## src/rtl/interface_controle_drone.sv

```systemverilog
// interface_controle_drone: conditions raw left/right/confirm buttons into controle[1:0] and a confirma pulse
//   clock              in   system clock, rising edge
//   reset              in   asynchronous, active-low
//   botao_esquerda     in   raw left button (async, active-high)
//   botao_direita      in   raw right button (async, active-high)
//   botao_confirma     in   raw confirm button (async, active-high)
//   controle           out  2'b10 left, 2'b01 right, 2'b00 none or both
//   confirma           out  one-clock pulse per accepted confirm press
//   db_estado_confirma out  confirm FSM state (debug)
module interface_controle_drone #(
   parameter int DEBOUNCE_CYCLES = 50000
) (
   input  logic       clock,
   input  logic       reset,
   input  logic       botao_esquerda,
   input  logic       botao_direita,
   input  logic       botao_confirma,
   output logic [1:0] controle,
   output logic       confirma,
   output logic [1:0] db_estado_confirma
);
   localparam int CW = $clog2(DEBOUNCE_CYCLES + 1);
   localparam logic [CW-1:0] LAST = CW'(DEBOUNCE_CYCLES - 1);
   localparam logic [CW-1:0] MAX = '1;
   localparam logic [1:0] SOLTO = 2'b00, PULSO = 2'b01, PRESO = 2'b10;
   logic [2:0] raw, s1, s2;
   logic lvl [3];
   logic [CW-1:0] cnt [3];
   logic [1:0] estado, prox;
   assign raw = {botao_confirma, botao_direita, botao_esquerda};
   always_ff @(posedge clock or negedge reset)
      if (!reset) begin
         s1 <= '0;
         s2 <= '0;
      end else begin
         s1 <= raw;
         s2 <= s1;
      end
   // bit 0 = left, 1 = right, 2 = confirm; the level flips only after DEBOUNCE_CYCLES consecutive differing samples
   for (genvar i = 0; i < 3; i++) begin : g_db
      always_ff @(posedge clock or negedge reset)
         if (!reset) begin
            cnt[i] <= '0;
            lvl[i] <= 1'b0;
         end else if (s2[i] == lvl[i]) cnt[i] <= '0;
         else if (cnt[i] == LAST) begin
            lvl[i] <= ~lvl[i];
            cnt[i] <= '0;
         end else if (cnt[i] != MAX) cnt[i] <= cnt[i] + 1'b1;
   end
   // both-pressed is locked out to 2'b00 so 2'b11 never reaches the simulator
   always_ff @(posedge clock or negedge reset)
      if (!reset) controle <= 2'b00;
      else controle <= (lvl[0] && !lvl[1]) ? 2'b10 : (lvl[1] && !lvl[0]) ? 2'b01 : 2'b00;
   always_comb
      prox = (estado == SOLTO) ? (lvl[2] ? PULSO : SOLTO) :
             (estado == PULSO) ? PRESO :
             (estado == PRESO) ? (lvl[2] ? PRESO : SOLTO) : SOLTO;
   always_ff @(posedge clock or negedge reset)
      if (!reset) estado <= SOLTO;
      else estado <= prox;
   assign confirma = (estado == PULSO);
   assign db_estado_confirma = estado;
endmodule

```

## config.mk

```make
export PLATFORM = sky130hd
export DESIGN_NAME = interface_controle_drone
export DESIGN_NICKNAME = d
export VERILOG_FILES = /design/src/rtl/interface_controle_drone.sv
export SDC_FILE = /design/constraint.sdc
export NUM_CORES = 1
export LEC_CHECK = 0
export CAP_MARGIN = 15
export CORE_ASPECT_RATIO = 1.2
export CORE_MARGIN = 2
export CORE_UTILIZATION = 55
export CTS_BUF_LIST = sky130_fd_sc_hd__clkbuf_4
export CTS_CLUSTER_DIAMETER = 30
export DETAILED_ROUTE_END_ITERATION = 12
export DONT_BUFFER_PORTS = 1
export PLACE_DENSITY_LB_ADDON = 0.12
export REMOVE_ABC_BUFFERS = 1
export SKIP_LAST_GASP = 1
export SLEW_MARGIN = 0
export SYNTH_ARGS = -nofsm -noshare
export SYNTH_HDL_FRONTEND = slang
export SYNTH_SLANG_ARGS = --single-unit
```

## constraint.sdc

```tcl
create_clock -name clock -period 1.74 [get_ports clock]
set_input_delay 0.174 -clock clock [delete_from_list [all_inputs] [get_ports clock]]
set_output_delay 0.174 -clock clock [all_outputs]
set_load 0.005 [all_outputs]
```

### Yosys cells after proc, flatten, opt, wreduce, memory -nomap -nowiden

Index checks and enable logic that the tools add are counted.

* add/sub/neg operators: 3
* $mul: 0
* div/mod/pow operators: 0
* magnitude comparators: 0
* equality and inequality tests: 11
* shift-type cells: 0
* muxes and demuxes: 16
* bitwise logic cells: 6
* reductions and logical operators: 11

Operators by type and width (number)
* two-way mux 16 bit: 9
* adder 16 x 1 -> 16 bit (second input constant): 3
* == test 16 bit (second input constant): 3
* inequality test 16 bit (second input constant): 3
* two-way mux 2 bit: 5
* nonzero test 3 bit: 3
* inverter 1 bit: 6
* AND reduction 2 bit: 3
* == test 1 bit: 3
* == test 2 x 1 -> 1 bit (second input constant): 1
* == test 2 bit (second input constant): 1
* logical AND 1 bit: 2
* zero test 1 bit: 2
* zero test 2 bit: 1
* two-way mux 1 bit: 2

* register bits after elaboration: 61
* latch bits: 0
* bits in writable memories: 0
* ROM bits: 0
* input bits: 5
* output and inout port bits: 5
* word-level logic and storage cells: 57
* memories kept: 0

### Longest topological paths before layout

Gate-level depths: netlist of the first run.

* word-level depth: 4
* gate-level depth with buffers: 7
* gate-level depth less buffers: 5

### Least setup slack after synthesis of the first run

Ideal clock, no wire load.

* path type: register to register
* from: reg cnt[13] (netlist name)
* to: reg cnt[13] (netlist name)
* setup time: 134 ps
* arrival: 1583 ps
* slack: 23 ps
* stages on the path, launching flop included: 6
* buffers on the path: 1
* cells stage by stage: dfrtp_1 -> or4_4 -> nor4_2 -> or2b_4 -> buf_8 -> a21oi_1

* longest elaborated chain between the ends: 4
* elaborated cells on any way between the ends: 7

Ends and longest elaborated chain
* start, declared: RTL line 28 `logic [CW-1:0] cnt [3];`
* start signal, assigned by index: RTL line 43 `cnt[i] <= '0;`
* start signal, assigned by index: RTL line 45 `end else if (s2[i] == lvl[i]) cnt[i] <= '0;`
* start signal, assigned by index: RTL line 48 `cnt[i] <= '0;`
* adder 16 x 1 -> 16 bit: RTL line 49 `end else if (cnt[i] != MAX) cnt[i] <= cnt[i] + 1'b1;`
* two-way mux 16 bit: RTL line 49
* two-way mux 16 bit: RTL line 46 `else if (cnt[i] == LAST) begin`
* two-way mux 16 bit: RTL line 45

Parallel ways exist; a longest one is shown, timed or not. The select of a mux whose other input is x is not followed.
A chain may end at the register's enable or synchronous reset.

### Final worst setup path of the first run

* from: reg cnt[12] (netlist name)
* to: reg lvl[0] (netlist name)

* longest elaborated chain between the ends: 2

Ends and longest elaborated chain
* == test 16 bit: RTL line 46
* AND reduction 2 bit (no source line)
* end signal, assigned by index: RTL line 47 `lvl[i] <= ~lvl[i];`
* end, declared: RTL line 27 `logic lvl [3];`

No other way between the ends.

==> reports/metrics.yaml, run 1 <==
run_status:
  status: "finished, violations left"
  violations: "negative setup slack"
synthesis:
  syn_inst: 306
  syn_area_um2: 3144
  ys_seq_area_share_pct: 48.55
  synthFlopType: "dfrtp_1"
  ys_ff_latch: 61
  ys_async_sr_fraction_pct: 100.0
  synth-edff-count: 0
  netlist_top_cells_area: "dfrtp_1 49%, nor2_1 3.6%, xor2_1 3.3%"
  netlist.area_leader.share_pct: 48.55
  synth.distinct_cells: 48
  yosys_warnings: 0
  synth_top_area_cell: "dfrtp_1"
  synth.avg_cell_area_um2: 10.28
global_route:
  grt_max_degree: 62
  antenna_found_initial: 0
  grt_pass1_vias: 2555
  track_usage_pct: 23.62
  globalRouteOverflowTotal: 0
  grt_pass1_wl_mm: 11.64
clocking:
  clock_sinks: 61
  cts_tree: "built"
  htree_num_levels: 3
  clk_path_buf_depth: 2
  clkTransAtPathRegs_ns: 0.11
  clk-insertion-delay-late_ns: 0.42
  cts_root_buf: "clkbuf_4"
  cts_buffers: 9
place:
  dpl-instance-area_um2: 3493
  hpwl_mm: 4.509
  gp_congestion: 0.8672
  port_buffers: 0
floorplan:
  pin_count: 10
  dieArea_um2: 6340
  row_count: 30
  core_area_um2: 5593
  die_y_um: 86.83
  dieWidth_um: 73.02
  initial_core_util_pct: 56.22
routing:
  drt-vias-per-instance: 6.276
  drc: 0
  ant_nets: 0
  vias: 2686
  wl_mm: 6.901
  drt_iter0_drc: 245
  wl_per_cell_um: 16.12
  drt_pass1_iterations: 7
layout:
  diodes: 0
  drive_above_1_share_pct: 24.73
  design_area_um2: 3836
  areaGrowthSynthToFinish_pct: 22.01
  fin_nets: 367
critical_path:
  critPathRequiredTime_ns: 2.06
  critical_path.cell_chain: "or4_4 -> nor4_4 -> mux2_2"
  crit_path_max_incr_delay_ns: 0.56
  crit_path_end_kind: "flip-flop"
  critical_path_class: "reg2reg"
  reg2reg_depth: 3
  r2r_start: "cnt[12]"
  r2r-end: "lvl[0]"
  regToRegSetupSlack_ns: -0.04
  cp.arrival_ns: 2.10
  worstSetupStartpointType: "flip-flop"
  critPathSlowestCell: "or4_4"
  crit_fanout: 3
  path_buf_inv: 0
  crit_family: "simple AND/OR/NAND/NOR gates"
pwr:
  p_int_w: 0.001929
  p_switching_w: 0.0006502
  power_frac_seq_pct: 56.5
  power_switching_share_pct: 25.20
  pwr-share-clk_pct: 37.8
  powerDensity_nw_per_um2: 672.4
  ir_drop_mv: 0.5164
  power_leakage_nw: 1.636
  pwr-share-comb_pct: 5.6
timing:
  holdWs_ns: 0.2595
  worst_slew_pin_slew_ns: 0.4307
  slew_viol_final: 0
  finClkSkew_ns: 0.01071
  hold_viol: 0
  rsz0062_at_grt: "yes"
  setup_slack_ns: -0.03934
  timing.fmax_mhz: 562.0
  min_period_ns: 1.779
  fin_crit_sh_pct: 102.3
  slew_headroom_pct: 71.07
  setup_viol: 3
min_path:
  min_path_type: "in2async"
flow_run:
  cap_violations: 0
==> Yosys cell counts, types with 3 or more instances <==
master and count:
o21ai_0 8, nand4_1 14, buf_2 5, or3_1 10, nor2_1 30, and4_1 6
o41ai_1 4, inv_1 4, nand2_1 13, a31oi_1 5, or4_1 5, xor2_1 12
o211ai_1 5, a21oi_1 15, a211oi_1 7, nor2b_1 7, nor3b_1 3, nand4_2 3
o31ai_1 5, and3_1 6, ha_1 3, nor3_1 14, mux2i_1 5, nor4_1 6
mux2_2 3, dfrtp_1 61, nor4_4 3, nand3_1 16
==> worst max path at each step <==
stage / from / endpoint / slack [ns] / cells after the start
2_1_floorplan: cnt[32] / cnt[34] / -0.07 / 5
3_3_place_gp: cnt[13] / cnt[7] / 0.02 / 4
3_5_place_dp: cnt[0] / cnt[14] / -0.02 / 6
4_1_cts: cnt[13] / lvl[0] / -0.02 / 3
5_1_grt: cnt[12] / cnt[7] / -0.13 / 4
6_report: cnt[12] / lvl[0] / -0.04 / 3
==> registers in the layout (all words and copies together), names as in the netlist <==
name / count
cnt: 48
lvl: 3
s1: 3
s2: 3
controle: 2
db_estado_confirma: 2
==> what timing repair did <==
| item | CTS | global route |
|---|---|---|
| gates cloned | 1 | 0 |
| hold buffers | 5 | 0 |
| buffers inserted | 0 | 3 |
| pin swaps | 0 | 8 |
| endpoints found under the hold margin | 64 | 0 |
| gates resized for setup | 3 | 21 |
| setup endpoints to repair | 4 | 31 |
==> cell type report <==
cell class,count,area (um^2)
fillers,413,1757
well taps,64,80.08
repair buffers,48,406.6
inverters,4,15.01
multi-input cells,235,1670
clock inverters,7,66.31
flip-flops and latches,61,1530
clock buffers,9,67.56
==> routing by layer <==
metal	up-vias	GRT usage, %	routed length [um]
li1	1295	-	-
met1	1294	30.61	3015
met2	79	37.02	3389
met3	18	5.581	324
met4	0	11.11	171
met5	-	0	0
==> power by group through the flow <==
stage	sequential [W]	combinational [W]	clock, W
3_3_place_gp	0.00148	0.0000968	0
3_5_place_dp	0.00149	0.0000991	0
4_1_cts	0.00146	0.000145	0.000992
6_report	0.00146	0.000145	0.000976
2_1_floorplan	0.00149	0.0000484	0
5_1_grt	0.00146	0.000167	0.00106
==> metrics by stage <==
stage / util [%] / setup slack (ns) / power (W) / std cells / TNS (ns)
3_3_place_gp: 62.46 / 0.01641 / 0.001582 / 403 / 0
5_1_grt: 68.59 / -0.1295 / 0.002686 / 428 / -1.417
2_1_floorplan: - / -0.07343 / 0.001536 / 299 / -0.5841
3_5_place_dp: 62.46 / -0.02017 / 0.001585 / 403 / -0.02735
4_1_cts: 66.55 / -0.02136 / 0.002595 / 425 / -0.02136
6_report: 68.59 / -0.03934 / 0.002580 / 428 / -0.06741
==> layout by cell type (no fill, tap or decap), types with 5 or more instances in the layout <==
cell / Yosys / routed
a211oi_1: 7 / 7
a21oi_1: 15 / 14
a31oi_1: 5 / 5
and3_1: 6 / 5
and4_1: 6 / 5
buf_4: 0 / 41
clkbuf_4: 0 / 9
dfrtp_1: 61 / 58
mux2i_1: 5 / 5
nand2_1: 13 / 12
nand3_1: 16 / 15
nand4_1: 14 / 14
nor2_1: 30 / 30
nor2b_1: 7 / 7
nor3_1: 14 / 11
nor4_4: 3 / 5
o211ai_1: 5 / 5
o21ai_0: 8 / 8
o31ai_1: 5 / 5
or3_1: 10 / 10
or4_1: 5 / 5
xor2_1: 12 / 12
==> cells by family (layout without fill, tap and decap cells) <==
| family | after synthesis | in the layout | share of synthesized area [%] |
|---|---|---|---|
| xor gates and xnor gates | 14 | 14 | 3.900 |
| DFF | 61 | 61 | 48.55 |
| adders and majority gates | 3 | 3 | 1.194 |
| buffers and inverters | 11 | 68 | 1.870 |
| muxes | 8 | 8 | 2.666 |
| AOI/OAI and AO/OA | 59 | 59 | 12.54 |
| and+or+nand+nor | 150 | 151 | 29.29 |
No activity file was read; power rests on OpenSTA's default activity.
==> inputs of run 2 (changes only) <==
Settings changed: CTS_CLUSTER_DIAMETER 30 to 120, MAX_ROUTING_LAYER from default to met4.
==> run 2 against run 1 <==
- the flow still finishes with violations (negative setup slack)
- non-clock buffer count unchanged
- sequential power about the same
- critical path type unchanged
- die area unchanged
- largest cell class unchanged
- clock power about the same
- power about the same
==> reports/metrics.yaml, run 2 (synthesis gave the netlist of run 1 again) <==
run_status:
  status: "finished, violations left"
  violations: "negative setup slack"
clocking:
  htree_num_levels: 3
  cts_tree: "built"
  cts_buffers: 9
  cts_root_buf: "clkbuf_4"
  clock_sinks: 61
  clk_path_buf_depth: 2
  clk-insertion-delay-late_ns: 0.42
  clkTransAtPathRegs_ns: 0.11
timing:
  rsz0062_at_grt: "yes"
  min_period_ns: 1.778
  slew_headroom_pct: 71.13
  timing.fmax_mhz: 562.3
  hold_viol: 0
  worst_slew_pin_slew_ns: 0.4298
  setup_viol: 2
  finClkSkew_ns: 0.01104
  slew_viol_final: 0
  holdWs_ns: 0.2653
  fin_crit_sh_pct: 102.2
  setup_slack_ns: -0.03835
global_route:
  antenna_found_initial: 0
  grt_pass1_wl_mm: 11.64
  grt_max_degree: 62
  track_usage_pct: 24.31
  globalRouteOverflowTotal: 0
  grt_pass1_vias: 2555
floorplan:
  die_y_um: 86.83
  dieWidth_um: 73.02
  core_area_um2: 5593
  initial_core_util_pct: 56.22
  row_count: 30
  dieArea_um2: 6340
  pin_count: 10
pwr:
  pwr-share-comb_pct: 5.6
  ir_drop_mv: 0.5164
  power_frac_seq_pct: 56.6
  powerDensity_nw_per_um2: 672.2
  power_switching_share_pct: 25.18
  power_leakage_nw: 1.636
  p_switching_w: 0.0006492
  p_int_w: 0.001930
  pwr-share-clk_pct: 37.8
place:
  dpl_worst_slack_ns: -0.02017
  port_buffers: 0
  hpwl_mm: 4.509
  gp_congestion: 0.8813
  dp.cells: 403
layout:
  mostFrequentLayoutCell: "dfrtp_1"
  areaGrowthSynthToFinish_pct: 22.01
  fillers: 413
  diodes: 0
  fin_nets: 367
  fin_util_pct: 68.59
  most-common-layout-cells: "58 x dfrtp_1, 41 x buf_4, 30 x nor2_1, 15 x nand3_1"
  multi_input_area_um2: 1670
  drive_above_1_share_pct: 24.73
  seq_area_um2: 1530
  largest-register: "cnt"
  finalNonFillerCells: 428
  largest_reg_flops: 48
critical_path:
  crit_path_end_kind: "flip-flop"
  cp.arrival_ns: 2.09
  crit_fanout: 3
  critPathSlowestCell: "or4_4"
  crit_path_max_incr_delay_ns: 0.56
  worstSetupStartpointType: "flip-flop"
  crit_family: "simple AND/OR/NAND/NOR gates"
  path_buf_inv: 0
  critical_path_class: "reg2reg"
  critical_path.cell_chain: "or4_4 -> nor4_4 -> mux2_2"
  critPathRequiredTime_ns: 2.05
routing:
  drt-vias-per-instance: 6.287
  wl_per_cell_um: 16.11
  drt_iter0_drc: 232
  drc: 0
  drt_pass1_iterations: 5
  wl_mm: 6.897
  vias: 2691
  ant_nets: 0
flow_run:
  cap_violations: 0
min_path:
  min_path_type: "in2async"
run 2: cell counts in the layout (fill, tap and decap cells not counted):
No cell type changed its count.
run 2: power groups by stage:
stage	clock (W)	combinational, W	sequential, W
after floorplan	0	0.0000484	0.00149
after global placement	0	0.0000968	0.00148
after detailed placement	0	0.0000991	0.00149
after CTS	0.000992	0.000145	0.00146
after global routing	0.00106	0.000167	0.00146
final	0.000975	0.000145	0.00146
run 2: through the flow:
step	area, um^2	power (W)	TNS, ns
floorplan	3100	0.001536	-0.5841
global placement	3493	0.001582	0
detailed placement	3493	0.001585	-0.02735
CTS	3722	0.002595	-0.02136
global route	3836	0.002686	-1.417
finish	3836	0.002579	-0.07138
run 2: repair_timing:
item                                   in CTS  in global routing
endpoints found under the hold margin      64                  0
setup buffers                               0                  3
gates cloned                                1                  0
gates resized for setup                     3                 21
hold buffers                                5                  0
setup endpoints to repair                   4                 31
pin swaps                                   0                  8
run 2: cell type report:
| cell class | count | share of cell area, % |
|---|---|---|
| Multi-Input combinational cell | 235 | 43.54 |
| Inverter | 4 | 0.3914 |
| Clock inverter | 7 | 1.729 |
| Timing Repair Buffer | 48 | 10.60 |
| Tap cell | 64 | 2.087 |
| Sequential cell | 61 | 39.89 |
| Clock buffer | 9 | 1.761 |
run 2: worst register-to-register path: stages (launching register included):
cell	delay [ns]
dfrtp_1	0.40
or4_4	0.56
nor4_4	0.34
mux2_2	0.38
run 2: path summary, 6_finish.rpt:
path                                          to            from  cells after the start  slack (ns)
max                                       lvl[0]         cnt[12]                      3       -0.04
min                        db_estado_confirma[0]           reset                      2        0.27
max reg2reg                               lvl[0]         cnt[12]                      3       -0.04
min reg2reg                                s2[2]           s1[2]                      0        0.37
max in group asynchronous                cnt[21]           reset                      2        1.19
min in group clock                         s1[0]  botao_esquerda                      1        0.30
run 2: routing by layer:
metal	wire (um)	GRT usage, %	vias up
met1	2973	30.61	1293
met5	0	-	-
li1	-	-	1298
met2	3423	37.02	82
met3	327	5.233	18
met4	173	11.62	0
==> inputs of run 3 (changes only) <==
Settings changed: CAP_MARGIN 15 to 20.
==> results of run 3 <==
The final DEF is identical to that of run 2; final timing and power are the same.
